$ cat src/rtl/panel_io_ctrl.sv
// panel_io_ctrl: front-panel interface for the 8-bit CPU core.
// Synchronises and debounces panel controls, generates the CPU advance
// enable (single step or divided auto-run), stretches the panel reset,
// performs programming-mode memory writes and returns a registered debug
// snapshot that only changes between instructions.
module panel_io_ctrl #(
  parameter int ADDR_W   = 8,
  parameter int DATA_W   = 8,
  parameter int DBG_W    = 73,
  parameter int DEB_CYC  = 4,
  parameter int AUTO_DIV = 4,
  parameter int RST_HOLD = 3
) (
  input  logic                       clk,
  input  logic                       rst_n,
  input  logic [6+ADDR_W+DATA_W-1:0] dev_in,
  input  logic [DBG_W-1:0]           dbg_in,
  output logic [DBG_W-1:0]           dev_out,
  output logic                       cpu_clk_en,
  output logic                       cpu_reset,
  output logic                       prog_active,
  output logic                       prog_we,
  output logic [ADDR_W-1:0]          prog_addr,
  output logic [DATA_W-1:0]          prog_data
);

  localparam int IN_W   = 6 + ADDR_W + DATA_W;
  localparam int CNT_W  = (DEB_CYC > 1) ? $clog2(DEB_CYC) : 1;
  localparam int DIV_W  = (AUTO_DIV > 1) ? $clog2(AUTO_DIV) : 1;
  localparam int HOLD_W = (RST_HOLD > 0) ? $clog2(RST_HOLD + 1) : 1;

  localparam logic [CNT_W-1:0]  CNT_ZERO  = CNT_W'(0);
  localparam logic [CNT_W-1:0]  CNT_ONE   = CNT_W'(1);
  localparam logic [CNT_W-1:0]  CNT_LAST  = CNT_W'(DEB_CYC - 1);
  localparam logic [DIV_W-1:0]  DIV_ZERO  = DIV_W'(0);
  localparam logic [DIV_W-1:0]  DIV_ONE   = DIV_W'(1);
  localparam logic [DIV_W-1:0]  DIV_LAST  = DIV_W'(AUTO_DIV - 1);
  localparam logic [HOLD_W-1:0] HOLD_ZERO = HOLD_W'(0);
  localparam logic [HOLD_W-1:0] HOLD_ONE  = HOLD_W'(1);
  localparam logic [HOLD_W-1:0] HOLD_INIT = HOLD_W'(RST_HOLD);
  localparam logic [ADDR_W-1:0] ADDR_ZERO = ADDR_W'(0);
  localparam logic [ADDR_W-1:0] ADDR_ONE  = ADDR_W'(1);
  localparam logic [DATA_W-1:0] DATA_ZERO = DATA_W'(0);
  localparam logic [DBG_W-1:0]  DBG_ZERO  = DBG_W'(0);
  localparam logic [IN_W-1:0]   IN_ZERO   = IN_W'(0);

  // Control bit positions inside dev_in
  localparam int B_AUTO = 0;
  localparam int B_STEP = 1;
  localparam int B_RST  = 2;
  localparam int B_PEN  = 3;
  localparam int B_WR   = 4;
  localparam int B_AINC = 5;

  // Synchroniser stages
  logic [IN_W-1:0]   sync1_q, sync2_q;
  logic [ADDR_W-1:0] addr_sync_s;
  logic [DATA_W-1:0] data_sync_s;

  // Debounce state
  logic [5:0]       deb_q, deb_d;
  logic [CNT_W-1:0] cnt_q [6];
  logic [CNT_W-1:0] cnt_d [6];

  // Registered one-cycle rising-edge events of debounced controls
  logic step_prev_q, wr_prev_q, pen_prev_q;
  logic step_rise_q, wr_rise_q, pen_rise_q;

  // Reset stretcher
  logic [HOLD_W-1:0] hold_q, hold_d;
  logic              cpu_reset_q, cpu_reset_d;

  // Run control
  logic [DIV_W-1:0] div_q, div_d, div_inc_s;
  logic             clk_en_q, clk_en_d;

  // Programming
  logic [ADDR_W-1:0] ptr_q, ptr_d, ptr_base_s;
  logic [ADDR_W-1:0] addr_q, addr_d;
  logic [DATA_W-1:0] data_q, data_d;
  logic              we_q, we_d, wr_fire_s;

  // Debug snapshot
  logic [DBG_W-1:0] dev_out_q, dev_out_d;

  assign addr_sync_s = sync2_q[6 +: ADDR_W];
  assign data_sync_s = sync2_q[6+ADDR_W +: DATA_W];

  // Two-flop synchroniser for every panel input bit
  always_ff @(posedge clk or negedge rst_n) begin
    if (!rst_n) begin
      sync1_q <= IN_ZERO;
      sync2_q <= IN_ZERO;
    end else begin
      sync1_q <= dev_in;
      sync2_q <= sync1_q;
    end
  end

  // Debounce: accept a new level after DEB_CYC consecutive differing samples
  always_comb begin
    for (int i = 0; i < 6; i++) begin
      deb_d[i] = deb_q[i];
      cnt_d[i] = CNT_ZERO;
      if (sync2_q[i] == deb_q[i]) begin
        cnt_d[i] = CNT_ZERO;
      end else if (cnt_q[i] == CNT_LAST) begin
        deb_d[i] = sync2_q[i];
        cnt_d[i] = CNT_ZERO;
      end else begin
        cnt_d[i] = cnt_q[i] + CNT_ONE;
      end
    end
  end

  // Debounce state registers
  always_ff @(posedge clk or negedge rst_n) begin
    if (!rst_n) begin
      deb_q <= 6'b000000;
      for (int i = 0; i < 6; i++) begin
        cnt_q[i] <= CNT_ZERO;
      end
    end else begin
      deb_q <= deb_d;
      for (int i = 0; i < 6; i++) begin
        cnt_q[i] <= cnt_d[i];
      end
    end
  end

  // Edge events are registered one stage after the debounced level
  always_ff @(posedge clk or negedge rst_n) begin
    if (!rst_n) begin
      step_prev_q <= 1'b0;
      wr_prev_q   <= 1'b0;
      pen_prev_q  <= 1'b0;
      step_rise_q <= 1'b0;
      wr_rise_q   <= 1'b0;
      pen_rise_q  <= 1'b0;
    end else begin
      step_prev_q <= deb_q[B_STEP];
      wr_prev_q   <= deb_q[B_WR];
      pen_prev_q  <= deb_q[B_PEN];
      step_rise_q <= deb_q[B_STEP] & ~step_prev_q;
      wr_rise_q   <= deb_q[B_WR] & ~wr_prev_q;
      pen_rise_q  <= deb_q[B_PEN] & ~pen_prev_q;
    end
  end

  // Reset stretcher: follow the debounced reset, then hold RST_HOLD cycles
  always_comb begin
    hold_d      = hold_q;
    cpu_reset_d = cpu_reset_q;
    if (deb_d[B_RST]) begin
      hold_d      = HOLD_INIT;
      cpu_reset_d = 1'b1;
    end else if (hold_q != HOLD_ZERO) begin
      hold_d      = hold_q - HOLD_ONE;
      cpu_reset_d = 1'b1;
    end else begin
      hold_d      = HOLD_ZERO;
      cpu_reset_d = 1'b0;
    end
  end

  assign div_inc_s = (div_q == DIV_LAST) ? DIV_ZERO : (div_q + DIV_ONE);

  // Run control: reset beats programming beats auto-run beats single step.
  // Decisions use the next reset/programming state so no enable pulse ever
  // coincides with cpu_reset or prog_active.
  always_comb begin
    div_d    = DIV_ZERO;
    clk_en_d = 1'b0;
    if (cpu_reset_d) begin
      div_d    = DIV_ZERO;
      clk_en_d = 1'b0;
    end else if (deb_d[B_PEN]) begin
      div_d    = DIV_ZERO;
      clk_en_d = 1'b0;
    end else if (deb_q[B_AUTO]) begin
      div_d    = div_inc_s;
      clk_en_d = (div_inc_s == DIV_LAST);
    end else begin
      div_d    = DIV_ZERO;
      clk_en_d = step_rise_q;
    end
  end

  // A write fires only while programming is still active when the edge lands
  assign wr_fire_s  = wr_rise_q & deb_q[B_PEN];
  assign ptr_base_s = pen_rise_q ? addr_sync_s : ptr_q;

  // Programming write path and address pointer
  always_comb begin
    ptr_d  = ptr_base_s;
    addr_d = addr_q;
    data_d = data_q;
    we_d   = wr_fire_s;
    if (wr_fire_s) begin
      data_d = data_sync_s;
      if (deb_q[B_AINC]) begin
        addr_d = ptr_base_s;
        ptr_d  = ptr_base_s + ADDR_ONE;
      end else begin
        addr_d = addr_sync_s;
        ptr_d  = ptr_base_s;
      end
    end else begin
      addr_d = addr_q;
      data_d = data_q;
    end
  end

  // Snapshot dbg_in only between instructions, or continuously when frozen
  always_comb begin
    dev_out_d = dev_out_q;
    if (clk_en_q || deb_q[B_PEN] || cpu_reset_q) begin
      dev_out_d = dbg_in;
    end else begin
      dev_out_d = dev_out_q;
    end
  end

  // Output and control state registers
  always_ff @(posedge clk or negedge rst_n) begin
    if (!rst_n) begin
      hold_q      <= HOLD_INIT;
      cpu_reset_q <= 1'b1;
      div_q       <= DIV_ZERO;
      clk_en_q    <= 1'b0;
      ptr_q       <= ADDR_ZERO;
      addr_q      <= ADDR_ZERO;
      data_q      <= DATA_ZERO;
      we_q        <= 1'b0;
      dev_out_q   <= DBG_ZERO;
    end else begin
      hold_q      <= hold_d;
      cpu_reset_q <= cpu_reset_d;
      div_q       <= div_d;
      clk_en_q    <= clk_en_d;
      ptr_q       <= ptr_d;
      addr_q      <= addr_d;
      data_q      <= data_d;
      we_q        <= we_d;
      dev_out_q   <= dev_out_d;
    end
  end

  assign dev_out     = dev_out_q;
  assign cpu_clk_en  = clk_en_q;
  assign cpu_reset   = cpu_reset_q;
  assign prog_active = deb_q[B_PEN];
  assign prog_we     = we_q;
  assign prog_addr   = addr_q;
  assign prog_data   = data_q;

endmodule

$ cat config.mk
export PLATFORM = sky130hd
export DESIGN_NAME = panel_io_ctrl
export DESIGN_NICKNAME = d
export VERILOG_FILES = /design/src/rtl/panel_io_ctrl.sv
export SDC_FILE = /design/constraint.sdc
export NUM_CORES = 1
export LEC_CHECK = 0
export ABC_CLOCK_PERIOD_IN_PS = 4850
export BUFFER_PORTS_ARGS = -buffer_cell sky130_fd_sc_hd__buf_2
export CORE_MARGIN = 4
export CORE_UTILIZATION = 30
export DETAILED_ROUTE_END_ITERATION = 8
export PLACE_DENSITY = 0.49
export SLEW_MARGIN = 10
export SYNTH_ARGS = -nofsm -noshare
export SYNTH_HDL_FRONTEND = slang
export SYNTH_SLANG_ARGS = --single-unit
export TNS_END_PERCENT = 5
$ cat constraint.sdc
create_clock -name clk -period 4.85 [get_ports clk]
set_input_delay 0.485 -clock clk [delete_from_list [all_inputs] [get_ports clk]]
set_output_delay 0.485 -clock clk [all_outputs]
set_load 0.05 [all_outputs]
==> Word-level counts from Yosys, hierarchy flattened <==
Index checks and enable logic that the tools add are counted.
{ "classes": {"add_sub_neg": 9, "n_eq_ne": 14, "n_mux": 31, "n_bitwise": 11, "n_reduce_logical": 7} }
{ "op_table": {"columns": ["op", "n"], "rows": [
  ["$mux 2", 18],
  ["$mux 8", 4],
  ["$eq 2x2->1 const B", 8],
  ["$add 2x1->2 const B", 7],
  ["$mux 1", 9],
  ["$add 8x1->8 const B", 1],
  ["$reduce_and 2->1", 4],
  ["$not 1->1", 7],
  ["$eq 1x1->1", 6],
  ["$and 1x1->1", 4],
  ["$logic_or 1x1->1", 2],
  ["$reduce_bool 2->1", 1],
  ["$sub 2x1->2 const B", 1]
]} }
{ "word_totals": {"register_bits": 172, "inputBits": 97} }

==> Depth between registers and ports, before layout <==
Gate-level depths: netlist of run 1.
{ "logic_depth": {"ltp_word": 6, "mapped_depth": 7, "depth_no_buf": 6} }

==> Worst setup path after synthesis of run 1 <==
OpenSTA, ideal clock, no wires.
{ "synth_path": {"path_type": "flip-flop to flip-flop", "startpoint": "register deb_q[3]", "endpoint": "register dev_out_q[52], in the netlist dev_out[52]", "setup_time_ps": 125, "arrival_time_ps": 1780, "required_ps": 4725, "setup_slack_ps": 2946, "path_stages_with_launch": 5, "n_path_buf": 2, "cell_sequence": "dfrtp_1 > buf_6 > nor3_4 > buf_4 > mux2_2"} }
{ "synth_between": {"elab_chain_cells": 2} }
{ "synth_lines": {"columns": ["item", "line_no", "text"], "rows": [
  ["from (decl)", "61", "logic [5:0] deb_q, deb_d;"],
  ["from (signal assigned)", "119", "deb_q <= 6'b000000;"],
  ["from (signal assigned)", "124", "deb_q <= deb_d;"],
  ["$logic_or 1x1->1 (2 in a row)", "217", "if (clk_en_q || deb_q[B_PEN] || cpu_reset_q) begin"],
  ["to (signal assigned)", "245", "dev_out_q <= dev_out_d;"],
  ["to (decl)", "84", "logic [DBG_W-1:0] dev_out_q, dev_out_d;"]
]} }
No other way between the ends.
A chain may end at the register's enable or synchronous reset.

==> Worst setup path after layout of run 1 <==
{ "layout_path": {"startpoint": "register deb_q[3]", "endpoint": "register dev_out_q[26], in the netlist dev_out[26]"} }
The elaborated chain is that of the path after synthesis.

==> run metrics, run 1 <==
outcome=finished clean; Worst R2R Setup Slack=2.82 ns; grt total ovfl=0; Post-synth EDFFs=0; DR DRC count=0; Pint=3.10 mW; sequential share of the synthesized area=70.5%; global-route wire length before repair=20500 microns; Cells after DPL=820; most frequent cell after synthesis=dfrtp_1; average size of a mapped cell=16.3 sq um; simple-gate share of the synthesized area=4.18%; Yosys reg bits=172; switching fraction of total power=37.0%; sequential power share=39.9%; CP Launch Type=flop; Synth Area in Compound Gates=1.37%; Lkg Pwr=3.74 nW; CTS tree=done; post-synth top area cell=dfrtp_1; final worst path period need=2.03 ns; clk sinks=172; TritonCTS Buffers=17; antenna violations before repair=1; largest net degree at the start of global routing=77; max_cap viols=0; core area=19700 sq um; io pins=190; Yosys top cell area share=69.2%; Critical Path Sink=dev_out[26]$_DFFE_PN0P_; Clock Power Share=28.9%; Worst R2R Path Depth=3; P_sw=1.82 mW; Layout Cells excl Fill=852; CTS Hold Buffers Added=0; Final Setup Violations=0; R2R Path Start=deb_q[3]$_DFF_PN0_; Root Driver=clkbuf_16; RePlAce Congestion=0.716; Die Area=22700 sq um; WP data arrival=2.33 ns; Critical Path Start=deb_q[3]$_DFF_PN0_; Post-Route WL=12800 microns; die width=151 microns; Die H=151 microns; vias per cell=4.25; Clock Pin Slew Worst Setup and Hold Paths=0.07 ns; H-tree depth=4; Adder-Cell Fraction of Synth Area=1.84%; clk_lat worst skew=0.42 ns; worst clock skew=0.00845 ns; worst-margin pin slew=0.973 ns; final hold violations=0; DP HPWL=9130 microns; period utilisation layout=41.9%; worst min path class=in2async; YS warnings=0; top cells by count, synth=dfrtp_1 (169), mux2_2 (82), nand2_1 (16), mux2i_1 (12); VDD IR-drop max=0.271 mV; Critical R2R Capture=dev_out[26]$_DFFE_PN0P_; Longest Clk Path Bufs=2; DR vias=3619; Post-Syn Area=6110 sq um; asr flop ratio synth=100%; vias in the first global route=4102; Buffers on Ports=189; cts repair resizes=0; Post-Syn Instances=375; critical-path maximum fanout=73; Final ANT Viol Nets=0; Worst Setup Path Type=reg2reg; Comb pwr share=31.2%; Max Clk Rate=493 MHz; Slew headroom=35.1%; Initial Util=31.0%; Cell variety after synth=27; power per cell area=622 nW/um^2; diodes inserted=0; DRT Pass-1 Iters=4; Total Routing Usage GR=11.7%; routed length per instance=15.0 microns; ys flop type=dfrtp_1; main combinational cell family by area after synthesis=multiplexers; mux contribution to synthesized area=18.2%; DRT iter0 DRCs=126; fin. max-slew vios=0; layout cell share with drive strength beyond 1=52.6%; Post-Syn Nets=481; total negative slack=0 ns; Post-Synth XOR/XNOR Area=1.86%; unrepaired setup endpoints after global routing=false; postcts setup bufs=0; FP Rows=51; element type at the critical path end=flop; Area Overhead vs Synth=29.8%; Final #Nets=680; largest cells by area after synthesis=dfrtp_1 (69%), mux2_2 (15%), mux2i_1 (2.0%), ha_1 (1.8%), dfstp_2 (1.3%); Worst Path Required=5.15 ns
-- power groups by stage --
stage	Sequential, mW	Combinational [mW]	Clock (mW)
after floorplan	2.56	0.613	0
after CTS	1.97	1.57	1.47
after detailed placement	2.00	1.57	0
after global placement	1.98	1.54	0
final	1.97	1.54	1.42
after global routing	2.01	1.66	1.54
-- metrics by stage --
step	worst slack [ns]	utilization (%)	power (mW)	hold slack [ns]	area (sq um)
6_report	2.82	40.2	4.93	0.0912	7930
5_1_grt	2.67	40.2	5.21	0.134	7930
4_1_cts	2.75	40.2	5.01	0.106	7930
3_5_place_dp	2.78	37.1	3.56	0.335	7310
3_3_place_gp	2.85	37.1	3.52	0.335	7310
2_1_floorplan	2.95	-	3.17	0.189	6110
-- area by class of cell --
type                    instances  area, sq um
clock buffers                  19          443
clock inverters                13          176
fillers                      1872        11800
inverters                       5         18.8
multi-input cells             186         1680
flip-flops and latches        172         4310
well taps                     265          332
repair buffers                192          975
-- how the worst min path moves through the flow --
stage	depth (start not counted)	to	from
after global placement	0	sync2_q[20]$_DFF_PN0_	sync1_q[20]$_DFF_PN0_
after CTS	1	sync2_q[6]$_DFF_PN0_	rst_n
after floorplan	0	cnt_q[0]$_DFF_PN0_	rst_n
after global routing	1	sync1_q[6]$_DFF_PN0_	rst_n
after detailed placement	0	sync2_q[0]$_DFF_PN0_	sync1_q[0]$_DFF_PN0_
final	1	sync1_q[6]$_DFF_PN0_	rst_n
-- routing by layer --
| layer | share of wire, % | vias up | track usage, % | wire length [microns] |
|---|---|---|---|---|
| met5 | 0.055 | - | 0 | 7 |
| met4 | 1.8 | 2 | 4.26 | 235 |
| met3 | 9.1 | 17 | 5.69 | 1170 |
| met2 | 49 | 125 | 18.9 | 6320 |
| met1 | 40 | 1785 | 13.5 | 5080 |
| li1 | - | 1690 | - | - |
-- critical path, cell delays in order (launching register included) --
cell and delay, ns:
dfrtp_1 0.48, nor3_4 0.20, buf_4 0.71, mux2_2 0.42
-- cell usage in the layout (no fill, tap or decap), types with 4 or more instances in the layout --
cell,netlist,routed
o21ai_0,11,11
clkbuf_16,0,17
mux2_1,6,6
nor2b_1,9,9
nand2_1,16,16
buf_2,1,188
xnor2_1,9,9
mux2_2,82,82
xor2_1,4,4
nor3_1,11,11
mux2i_1,12,12
dfrtp_1,169,169
inv_6,0,7
ha_1,9,9
inv_1,5,5
-- cell families after synthesis --
logic type,after synthesis
XOR/XNOR,13
AND/OR/NAND/NOR,49
adder cells (fa/ha/maj),9
flip-flops,172
AO/OA/AOI/OAI,15
multiplexers,100
buffers and inverters,17
-- state kept, by name, summed over array words and instances (netlist names) --
| register | flops |
|---|---|
| sync2_q | 22 |
| prog_we | 1 |
| prog_data | 8 |
| wr_rise_q | 1 |
| step_prev_q | 1 |
| ptr_q | 8 |
| deb_q | 6 |
| cnt_q | 12 |
| hold_q | 2 |
| pen_rise_q | 1 |
| cpu_reset | 1 |
| dev_out | 73 |
| prog_addr | 8 |
| wr_prev_q | 1 |
| div_q | 2 |
| pen_prev_q | 1 |
| step_rise_q | 1 |
| cpu_clk_en | 1 |
| sync1_q | 22 |
No activity file was read; power rests on OpenSTA's default activity.
==> run 2: changes to the inputs <==
Settings changed: ABC_AREA set to 1, ABC_CLOCK_PERIOD_IN_PS 4850 to 2050.
Clock period 4.85 ns to 2.05 ns, I/O delays scaled along.
==> run 2 against run 1 <==
Net effect:
- total power rose to 2.5 times the previous value
- die area increased by 0.68%
- critical path depth rose by 1
- flip-flop and latch count is the same
- core utilization increased by 1.9 points
- clock power increased by 130%
- critical path type unchanged
- critical endpoint is now dev_out[27]$_DFFE_PN0P_
- largest cell class unchanged
- largest power group unchanged
==> run metrics, run 2 <==
Largest register FFs=73 (unchanged); die width=151 microns (+0.34%); asr flop ratio synth=100% (unchanged); Total Routing Usage GR=11.9% (+0.21 points); DP HPWL=9160 microns (+0.43%); Final Setup Violations=0 (unchanged); max_cap viols=0 (unchanged); diodes inserted=0 (unchanged); period utilisation layout=76.1% (+34 points); final hold violations=0 (unchanged); postcts setup bufs=0 (unchanged); DRT Pass-1 Iters=4 (unchanged); top cells by count, synth=dfrtp_1 (169), nand2_1 (92), mux2_2 (74), inv_1 (23), nor2_1 (13); Filler Cell Count=1939 (+3.6%); Worst Path Required=2.35 ns (-2.80 ns); ys flop type=dfrtp_1; VDD IR-drop max=0.627 mV (+130%); Longest Clk Path Bufs=2 (unchanged); Final ANT Viol Nets=0 (unchanged); Yosys reg bits=172 (unchanged); WP data arrival=1.86 ns (-0.47 ns); FP Rows=52 (+2.0%); Reg area=4310 sq um (unchanged); Final #Nets=803 (+18%); average size of a mapped cell=13.9 sq um (-15%); Max Clk Rate=641 MHz (+30%); critical-path maximum fanout=73 (unchanged); Clock Pin Slew Worst Setup and Hold Paths=0.06 ns (about the same); CTS tree=done; final worst path period need=1.56 ns (-0.470 ns); largest net degree at the start of global routing=74 (-3.9%); Post-Syn Nets=549 (+14%); Die H=151 microns (+0.34%); DR DRC count=0 (unchanged); commonest non-fill, non-tap cell in the layout=buf_2; worst-margin pin slew=0.480 ns (-0.493 ns); most frequent cell after synthesis=dfrtp_1; DR vias=4035 (+11%); Yosys top cell area share=68.7% (-0.49 points); unrepaired setup endpoints after global routing=false; grt total ovfl=0 (unchanged); vias per cell=4.12 (-3.1%); worst clock skew=0.00618 ns (-0.00228 ns); Post-Route WL=13200 microns (+2.9%); Post-synth EDFFs=0 (unchanged); TritonCTS Buffers=17 (unchanged); CP Launch Type=flop; Worst Setup Path Type=reg2reg; overall power=12.4 mW (+150%); total negative slack=0 ns (unchanged); routed length per instance=13.4 microns (-11%); RePlAce Congestion=0.764 (+6.7%); Buffers on Ports=189 (unchanged); Area Overhead vs Synth=38.6%; post-synth top area cell=dfrtp_1; H-tree depth=4 (unchanged); DRT iter0 DRCs=101 (-20%); power per cell area=1460 nW/um^2 (+130%); clk sinks=172 (unchanged); Post-Syn Area=6150 sq um (+0.72%); Lkg Pwr=4.19 nW (+12%); sequential share of the synthesized area=70.0% (-0.50 points); Multi-input gate area=1660 sq um (-1.3%); antenna violations before repair=0 (-1); CTS Hold Buffers Added=46 (+46); element type at the critical path end=flop; outcome=finished clean; io pins=190 (unchanged); core area=20200 sq um (+2.6%); YS warnings=0 (unchanged); Initial Util=30.4% (-0.57 points); global-route wire length before repair=21400 microns (+4.5%); Root Driver=clkbuf_16; most frequent cells in the layout=buf_2 (188), dfrtp_1 (169), nand2_1 (92), mux2_2 (74), dlygate4sd3_1 (48); Cell variety after synth=25 (-7.4%); worst min path class=in2reg; Post-Syn Instances=443 (+18%); fin. max-slew vios=0 (unchanged); cts repair resizes=0 (unchanged); largest cells by area after synthesis=dfrtp_1 (69%), mux2_2 (14%), nand2_1 (5.6%), ha_1 (1.8%), inv_1 (1.4%); Slew headroom=68.0% (+33 points); layout cell share with drive strength beyond 1=44.2% (-8.4 points); vias in the first global route=4393 (+7.1%); Die Area=22900 sq um (+0.68%); clk_lat worst skew=0.41 ns (about the same)
## run 2: final timing paths
| path | start | to | slack (ns) | cells after the start |
|---|---|---|---|---|
| max | cpu_reset$_DFF_PN1_ | dev_out[27]$_DFFE_PN0P_ | 0.49 | 4 |
| min | dbg_in[66] | dev_out[66]$_DFFE_PN0P_ | 0.02 | 2 |
| max reg2reg | cpu_reset$_DFF_PN1_ | dev_out[27]$_DFFE_PN0P_ | 0.49 | 4 |
| min reg2reg | sync1_q[7]$_DFF_PN0_ | sync2_q[7]$_DFF_PN0_ | 0.34 | 0 |
| max in group asynchronous | rst_n | dev_out[68]$_DFFE_PN0P_ | 1.08 | 3 |
| min in group asynchronous | rst_n | prog_addr[5]$_DFFE_PN0P_ | 0.32 | 2 |
## run 2: layout make-up
class	instances	share of cell area, %
Sequential cell	172	50.5
Multi-Input combinational cell	236	19.4
Timing Repair Buffer	245	17.9
Clock buffer	21	5.52
Tap cell	270	3.96
Clock inverter	11	1.56
Inverter	25	1.10
## run 2: kinds of logic after synthesis
family / share of synthesized area, %
DFF: 70.0
and+or+nand+nor: 9.21
muxes: 13.7
buffers and inverters: 3.17
xor gates and xnor gates: 1.42
adders and majority gates: 1.83
AOI/OAI and AO/OA: 0.651
## run 2: through the flow
| step | setup WS [ns] | hold slack [ns] | std cells | cell area, sq um | util, % |
|---|---|---|---|---|---|
| final | 0.490 | 0.0237 | 980 | 8530 | 42.1 |
| after global routing | 0.402 | 0.00294 | 980 | 8530 | 42.1 |
| after CTS | 0.479 | 0.00102 | 978 | 8510 | 42.0 |
| after detailed placement | 0.492 | 0.194 | 900 | 7440 | 36.8 |
| after global placement | 0.517 | 0.191 | 900 | 7440 | 36.8 |
| after floorplan | 0.367 | -0.0906 | 443 | 6150 | - |
## run 2: worst max-delay path: stages (launching register included)
cell and delay [ns]:
dfstp_2 0.53, nor2_1 0.06, nand2_4 0.07, buf_12 0.31, mux2_2 0.39
## run 2: report_power, final
group          leakage (nW)  switching (mW)  internal, mW
registers              2.06           0.446          4.28
logic                  1.85            3.14          1.34
clock network         0.285            1.32          1.91
## run 2: routing by layer
layer | share of wire [%] | GRT usage (%)
met1 | 43 | 14.7
met2 | 48 | 18.8
met3 | 8.0 | 4.85
met4 | 1.4 | 4.31
met5 | 0 | 0
